==> src/rtl/snn_pkg.sv <==
`default_nettype none
// +--------------------------------------------------------------------+
// | snn_pkg : shared FSM state type and default sizes for the SNN path |
// | rev 1.0                                                            |
// +--------------------------------------------------------------------+
package snn_pkg;

   localparam int DEF_WIDTH   = 8;
   localparam int DEF_NEURONS = 3;

   typedef enum logic [1:0] {
      ST_SEND    = 2'd0,
      ST_COLLECT = 2'd1,
      ST_EMIT    = 2'd2,
      ST_DONE    = 2'd3
   } state_t;

endpackage
`default_nettype wire

==> src/rtl/mem_spike_join.sv <==
`default_nettype none
// +--------------------------------------------------------------------+
// | mem_spike_join : accepts membrane and spike channels only jointly  |
// | rev 1.0                                                            |
// +--------------------------------------------------------------------+
module mem_spike_join (
   input  logic active,
   input  logic mem_out_valid,
   input  logic spike_valid,
   output logic mem_out_ready,
   output logic spike_ready,
   output logic accept
);

   // A lone valid on either channel is left pending rather than consumed.
   assign accept        = active & mem_out_valid & spike_valid;
   assign mem_out_ready = accept;
   assign spike_ready   = accept;

endmodule
`default_nettype wire

==> src/rtl/mem_spike_collector.sv <==
`default_nettype none
// +--------------------------------------------------------------------+
// | mem_spike_collector : streams stored membranes to the adder, packs |
// | returned spikes per timestep. rev 1.0                              |
// +--------------------------------------------------------------------+
module mem_spike_collector
   import snn_pkg::*;
#(
   parameter int WIDTH   = DEF_WIDTH,
   parameter int NEURONS = DEF_NEURONS,
   parameter int NUM_TS  = 4
) (
   input  logic                        clk,
   input  logic                        rst_n,
   output logic [WIDTH-1:0]            mem_in_data,
   output logic                        mem_in_valid,
   input  logic                        mem_in_ready,
   input  logic [WIDTH-1:0]            mem_out_data,
   input  logic                        mem_out_valid,
   output logic                        mem_out_ready,
   input  logic                        spike_in,
   input  logic                        spike_valid,
   output logic                        spike_ready,
   output logic [NEURONS-1:0]          spike_vec,
   output logic                        spike_vec_valid,
   input  logic                        spike_vec_ready,
   output logic [$clog2(NUM_TS+1)-1:0] ts_count,
   output logic                        done
);

   localparam int PW = (NEURONS > 1) ? $clog2(NEURONS) : 1;
   localparam int TW = $clog2(NUM_TS + 1);
   localparam logic [PW-1:0] PTR_LAST = PW'(NEURONS - 1);
   localparam logic [TW-1:0] TS_LAST  = TW'(NUM_TS - 1);

   state_t             state;
   state_t             state_nx;
   logic [PW-1:0]      ptr;
   logic [WIDTH-1:0]   mem_reg [NEURONS];
   logic [NEURONS-1:0] spk_reg;
   logic               in_collect;
   logic               pair_acc;
   logic               in_xfer;
   logic               vec_xfer;

   // Valids are gated by rst_n so every handshake output drops the instant reset asserts.
   assign mem_in_valid    = rst_n && (state == ST_SEND);
   assign in_collect      = rst_n && (state == ST_COLLECT);
   assign spike_vec_valid = rst_n && (state == ST_EMIT);
   assign mem_in_data     = mem_reg[ptr];
   assign spike_vec       = spk_reg;
   assign in_xfer         = mem_in_valid & mem_in_ready;
   assign vec_xfer        = spike_vec_valid & spike_vec_ready;

   mem_spike_join u_join (
      .active        (in_collect),
      .mem_out_valid (mem_out_valid),
      .spike_valid   (spike_valid),
      .mem_out_ready (mem_out_ready),
      .spike_ready   (spike_ready),
      .accept        (pair_acc)
   );

   always_ff @(posedge clk or negedge rst_n) begin
      if (!rst_n) begin
         state <= ST_SEND;
      end else begin
         state <= state_nx;
      end
   end

   always_comb begin
      state_nx = state;
      done     = 1'b0;
      case (state)
         ST_SEND: begin
            if (in_xfer && (ptr == PTR_LAST)) state_nx = ST_COLLECT;
         end
         ST_COLLECT: begin
            if (pair_acc && (ptr == PTR_LAST)) state_nx = ST_EMIT;
         end
         ST_EMIT: begin
            if (vec_xfer) state_nx = (ts_count == TS_LAST) ? ST_DONE : ST_SEND;
         end
         ST_DONE: begin
            done = 1'b1;
         end
         default: state_nx = ST_SEND;
      endcase
   end

   always_ff @(posedge clk or negedge rst_n) begin
      if (!rst_n) begin
         ptr      <= '0;
         ts_count <= '0;
         spk_reg  <= '0;
         for (int i = 0; i < NEURONS; i++) mem_reg[i] <= '0;
      end else begin
         case (state)
            ST_SEND: begin
               if (in_xfer) ptr <= (ptr == PTR_LAST) ? '0 : ptr + 1'b1;
            end
            ST_COLLECT: begin
               if (pair_acc) begin
                  mem_reg[ptr] <= mem_out_data;
                  spk_reg[ptr] <= spike_in;
                  ptr          <= (ptr == PTR_LAST) ? '0 : ptr + 1'b1;
               end
            end
            ST_EMIT: begin
               if (vec_xfer) ts_count <= ts_count + 1'b1;
            end
            default: ;
         endcase
      end
   end

endmodule
`default_nettype wire

==> config.mk <==
export PLATFORM = sky130hd
export DESIGN_NAME = mem_spike_collector
export DESIGN_NICKNAME = d
export VERILOG_FILES = /design/src/rtl/snn_pkg.sv /design/src/rtl/mem_spike_join.sv /design/src/rtl/mem_spike_collector.sv
export SDC_FILE = /design/constraint.sdc
export NUM_CORES = 1
export LEC_CHECK = 0
export ABC_AREA = 1
export BUFFER_PORTS_ARGS = -buffer_cell sky130_fd_sc_hd__clkbuf_2
export CORE_MARGIN = 2
export CORE_UTILIZATION = 55
export CTS_BUF_LIST = sky130_fd_sc_hd__clkbuf_4 sky130_fd_sc_hd__clkbuf_8
export CTS_CLUSTER_SIZE = 25
export DETAILED_ROUTE_END_ITERATION = 6
export PLACE_DENSITY = 0.78
export SYNTH_ARGS = -nofsm -noshare
export SYNTH_HDL_FRONTEND = slang
export SYNTH_SLANG_ARGS = --single-unit
==> constraint.sdc <==
create_clock -name clk -period 4.85 [get_ports clk]
set_clock_uncertainty 0.15 [all_clocks]
set_input_delay 0.97 -clock clk [delete_from_list [all_inputs] [get_ports clk]]
set_output_delay 0.97 -clock clk [all_outputs]
set_load 0.02 [all_outputs]
==> impl_metrics.py, run 1 <==
metrics = {
    "run_status": {
        "status": "finished clean",
    },
    "drt": {
        "drt_iter0_markers": 61,
        "vias": 1340,
        "drt_pass1_iterations": 4,
        "viasPerCell": 5.15,
        "wl_um": 3010,
        "drcViolationCount": 0,
        "ant_nets": 0,
        "wl_per_cell_um": 11.6,
    },
    "power": {
        "worst_ir_drop_vdd_uv": 294,
        "leakage_nw": 1.09,
        "p_int_w": 0.000623,
        "p_per_area_nw_per_um2": 558,
        "combPwrFrac": 0.449,
        "pwr-share-clk": 0.136,
        "p_seq_frac": 0.415,
        "switchingPower_w": 0.000459,
        "power_switching_share": 0.424,
    },
    "setup_path": {
        "r2r_setup_slack_ns": 3.02,
        "cp_common_cell": "clkbuf_2",
        "cp_num_buf_inv": 4,
        "critical_path_arrival_ns": 2.08,
        "crit_slowest_cell": "clkbuf_2",
        "crit_required_ns": 3.73,
        "cp_max_fo": 23,
        "worst_setup_path_start_kind": "input pin",
        "crit_type": "in -> out",
        "cp-end-kind": "output pin",
        "crit_family": "buffers and inverters",
        "slowest_delay_ns": 0.44,
        "cp_cell_sequence": "clkbuf_2 > buf_4 > nand2_1 > inv_1 > clkbuf_2",
    },
    "cts": {
        "post-cts-setup-buffers": 0,
        "cts_tree": "built",
        "cts_root_buffer": "clkbuf_4",
        "clock_latency_ns": 0.32,
        "cts_resized": 0,
        "htree_num_levels": 2,
        "cts-buffers-inserted": 5,
        "ctsHoldBuffers": 0,
        "clockBufferDepth": 2,
        "clk_pin_slew_worst_paths_ns": 0.09,
        "cts.sinks": 34,
    },
    "sta": {
        "worstMarginPinSlew_ns": 0.556,
        "finalSetupViolations": 0,
        "rsz0062_at_grt": "false",
        "drv_slew": 0,
        "min_period_over_period": 0.660,
        "timing.slew.headroom": 0.630,
        "layout_min_cycle_time_ns": 3.20,
        "max_freq_ghz": 0.312,
        "hold_viol": 0,
        "final.setup.tns_ns": 0,
        "hold_slack_ns": 0.336,
    },
    "global_routing": {
        "antenna_found_initial": 0,
        "grt_first_pass_wirelength_um": 5030,
        "grt_start_max_net_pins": 24,
        "grt_pass1_vias": 1188,
        "gr-total-overflow": 0,
        "track_usage": 0.192,
    },
    "floorplanning": {
        "start_util": 0.571,
        "dieArea_um2": 3580,
        "die_w_um": 59.8,
        "core_area_um2": 3000,
        "num_rows": 20,
        "fp.dieH_um": 59.8,
        "io_pins": 34,
    },
    "yosys": {
        "yosysSeqAreaShare": 0.496,
        "synth.avg_cell_area_um2": 9.02,
        "yosysWarningCount": 0,
        "syn-cell-area_um2": 1710,
        "synth.distinct_cells": 23,
        "synth_cells": 190,
        "ys_seq_elements": 34,
        "synthesis.nets": 211,
    },
    "finish": {
        "nNetsFinal": 248,
        "antenna-diode-count": 0,
        "drive_above_1_share": 0.295,
        "layout_commonest_cell": "nand2_1",
        "multi_input_area_um2": 744,
        "fillCellCount": 274,
        "finalInstanceArea_um2": 1940,
        "layout_common_cells": "nand2_1, dfrtp_1, clkbuf_2",
        "syn2layout_area_growth_pct": 13.1,
        "largest_register_ffs": 24,
        "final_core_util": 0.646,
        "seq_area_um2": 851,
    },
    "placed_design": {
        "dp_hpwl_um": 2240,
        "port_buffers": 33,
        "gp_congestion": 0.760,
        "dpl_cell_area_um2": 1890,
    },
    "job": {
        "cap_violations": 0,
    },
    "min_path": {
        "min_path_type": "reg -> reg",
    },
}
## power groups by stage
stage	clock (W)	combinational [W]	sequential, W
finish	0.000147	0.000485	0.000449
detailed placement	0	0.000487	0.000454
global placement	0	0.000480	0.000449
CTS	0.000152	0.000489	0.000449
floorplan	0	0.000345	0.000462
global route	0.000167	0.000541	0.000461
## logic make-up (layout without fill, tap and decap cells)
kind of cell / count (synthesis) / after routing / synth area share
compound gates: 34 / 34 / 0.133
xor+xnor: 1 / 1 / 0.00511
fa+ha+maj: 6 / 6 / 0.0438
buf+inv: 24 / 61 / 0.0693
flops: 34 / 34 / 0.496
mux: 1 / 1 / 0.00657
simple gates: 90 / 90 / 0.246
## cell type report
type,count,share of cell area
Clock buffer,7,0.0271
Inverter,20,0.0400
Multi-Input combinational cell,132,0.384
Sequential cell,34,0.439
Tap cell,33,0.0213
Timing Repair Buffer,34,0.0890
## worst min-delay path: cells and delay by family, from the launching register on
family | cells | cell delay [ns]
flops | 1 | 0.35
simple gates | 1 | 0.06
compound gates | 1 | 0.05
## cell usage after synthesis
| master | number | share of area |
|---|---|---|
| nand2_1 | 67 | 0.15 |
| dfrtp_1 | 34 | 0.50 |
| inv_1 | 19 | 0.042 |
| o21ai_2 | 14 | 0.072 |
| o21ai_1 | 13 | 0.038 |
| nand3_1 | 9 | 0.026 |
| ha_1 | 6 | 0.044 |
| o21ai_0 | 4 | 0.012 |
| buf_6 | 3 | 0.020 |
| nand2_2 | 3 | 0.011 |
| nand2_4 | 3 | 0.020 |
| nand4_1 | 2 | 0.0073 |
| nor2_1 | 2 | 0.0044 |
| nor2_4 | 2 | 0.013 |
| a21boi_0 | 1 | 0.0044 |
| a21oi_1 | 1 | 0.0029 |
| buf_4 | 1 | 0.0044 |
| inv_4 | 1 | 0.0037 |
| mux2_2 | 1 | 0.0066 |
| nand3_2 | 1 | 0.0058 |
| nor2_8 | 1 | 0.012 |
| o21bai_1 | 1 | 0.0044 |
| xnor2_1 | 1 | 0.0051 |
## routing by layer
layer | global-route usage | up-vias | wire (µm)
met5 | 0 | - | 0
met4 | 0.0825 | 0 | 49
met3 | 0.0628 | 7 | 182
met2 | 0.284 | 47 | 1380
met1 | 0.259 | 601 | 1400
li1 | - | 685 | -
## metrics by stage
stage / total power, W / instances / worst slack, ns
after floorplan: 0.000808 / 190 / 2.27
after global placement: 0.000929 / 253 / 1.62
after detailed placement: 0.000942 / 253 / 1.60
after CTS: 0.00109 / 260 / 1.60
after global routing: 0.00117 / 260 / 1.48
final: 0.00108 / 260 / 1.65
## worst paths after layout
kind                                        end  cells after the start        from
worst max-delay path            spike_vec_valid                      5       rst_n
worst min-delay path                 mem_reg[8]                      2  mem_reg[8]
worst max register to register         state[0]                      9    state[1]
worst min register to register       mem_reg[8]                      2  mem_reg[8]
max in group asynchronous           ts_count[1]                      2       rst_n
min in group asynchronous            mem_reg[3]                      1       rst_n
Note: power is estimated with default switching activity, not from simulation.
==> run 2: changes to the inputs <==
- clock period: 4.85 -> 3.1 ns (I/O delays scaled with it)
==> run 2 against run 1 <==
  * Global-route usage up 1.2 points
  * Via count up 0.67%
  * Cell count is 1.2% higher
  * Flip-flop and latch count stayed put
  * Register-to-register slack worse by 1.7 ns
  * Critical path depth rose by 1
  * Power increased by 66%
  * Count of clock-buffer cells in the layout unchanged
  * Critical path type unchanged
  * Largest cell class unchanged
==> impl_metrics.py, run 2 (synthesis gave the netlist of run 1 again) <==
metrics = {
    "sta": {
        "layout_min_cycle_time_ns": 2.64,
        "timing.slew.headroom": 0.793,
        "max_freq_ghz": 0.379,
        "hold_viol": 0,
        "finalSetupViolations": 0,
        "final.setup.tns_ns": 0,
        "min_period_over_period": 0.851,
        "worstMarginPinSlew_ns": 0.310,
        "drv_slew": 0,
        "rsz0062_at_grt": "false",
    },
    "cts": {
        "clockBufferDepth": 2,
        "cts.sinks": 34,
        "post-cts-setup-buffers": 0,
        "cts-buffers-inserted": 5,
        "cts_resized": 0,
        "ctsHoldBuffers": 1,
        "cts_root_buffer": "clkbuf_4",
        "clk_pin_slew_worst_paths_ns": 0.09,
        "cts_tree": "built",
        "htree_num_levels": 2,
        "clock_latency_ns": 0.33,
    },
    "drt": {
        "ant_nets": 0,
        "drt_pass1_iterations": 4,
        "vias": 1349,
        "drcViolationCount": 0,
        "wl_um": 3160,
        "drt_iter0_markers": 77,
        "viasPerCell": 5.13,
        "wl_per_cell_um": 12.0,
    },
    "global_routing": {
        "antenna_found_initial": 0,
        "grt_first_pass_wirelength_um": 5290,
        "gr-total-overflow": 0,
        "grt_start_max_net_pins": 23,
        "grt_pass1_vias": 1190,
        "track_usage": 0.204,
    },
    "placed_design": {
        "dpl_cell_area_um2": 1890,
        "port_buffers": 33,
        "gp_congestion": 0.746,
        "dp_hpwl_um": 2290,
    },
    "floorplanning": {
        "io_pins": 34,
        "dieArea_um2": 3580,
        "core_area_um2": 3000,
        "die_w_um": 59.8,
        "fp.dieH_um": 59.8,
        "num_rows": 20,
        "start_util": 0.571,
    },
    "job": {
        "cap_violations": 0,
    },
    "min_path": {
        "min_path_type": "reg -> reg",
    },
    "finish": {
        "finalInstanceArea_um2": 1990,
        "drive_above_1_share": 0.300,
        "layout_commonest_cell": "nand2_1",
        "layout_common_cells": "nand2_1, dfrtp_1, clkbuf_2",
        "nNetsFinal": 250,
        "antenna-diode-count": 0,
        "largest_register_ffs": 24,
        "syn2layout_area_growth_pct": 15.9,
    },
    "setup_path": {
        "critical_path_arrival_ns": 1.87,
        "crit_required_ns": 2.33,
        "worst_setup_path_start_kind": "input pin",
        "cp-end-kind": "output pin",
        "crit_type": "in -> out",
        "cp_max_fo": 11,
    },
    "power": {
        "p_per_area_nw_per_um2": 904,
        "worst_ir_drop_vdd_uv": 462,
        "leakage_nw": 1.11,
    },
    "run_status": {
        "status": "finished clean",
    },
}
[run 2: cell count changes in the layout (fill, tap and decap cells not counted)]
cell           delta
buf_4             +1
bufinv_16         +1
dlygate4sd3_1     +1
[run 2: worst paths after layout]
path / startpoint / endpoint / slack, ns / cells past startpoint
setup / recovery: rst_n / spike_vec_valid / 0.46 / 6
setup reg to reg: state[1] / state[0] / 1.31 / 9
hold reg to reg: mem_reg[10] / mem_reg[10] / 0.34 / 2
hold / removal: mem_reg[10] / mem_reg[10] / 0.34 / 2
min in group asynchronous: rst_n / mem_reg[13] / 0.49 / 2
max in group asynchronous: rst_n / mem_reg[2] / 1.79 / 3
[run 2: area by class of cell]
class / count / area (µm²)
repair buffers: 36 / 190
clock buffers: 7 / 52.6
clock inverters: 1 / 30.0
flip-flops and latches: 34 / 851
fillers: 248 / 1020
inverters: 20 / 77.6
multi-input cells: 132 / 744
well taps: 33 / 41.3
[run 2: metrics by stage]
step	hold slack [ns]	total power, W	setup WS [ns]	instances	utilization
finish	0.339	0.00180	0.461	263	0.662
global route	0.369	0.00194	0.337	263	0.662
CTS	0.342	0.00181	0.441	263	0.662
detailed placement	0.311	0.00148	0.983	254	0.631
global placement	0.314	0.00145	0.989	254	0.631
floorplan	0.174	0.00126	1.17	190	-
[run 2: power by group]
| part | internal (W) | switching [W] | leakage [nW] | total, W |
|---|---|---|---|---|
| registers | 0.000599 | 0.000101 | 0.446 | 0.000700 |
| logic | 0.000274 | 0.000491 | 0.616 | 0.000765 |
| clock network | 0.000189 | 0.000144 | 0.0463 | 0.000332 |
[run 2: critical path, cell delays in order]
cell and delay (ns):
dlygate4sd3_1 0.52, clkbuf_2 0.20, buf_4 0.22, nand2_1 0.07, inv_1 0.06, clkbuf_2 0.16
[run 2: metal layers]
metal,vias to the layer above,share of wire,global-route usage
li1,687,-,-
met1,621,0.45,0.263
met2,36,0.48,0.323
met3,5,0.057,0.0563
met4,0,0.016,0.0857
met5,-,0,0
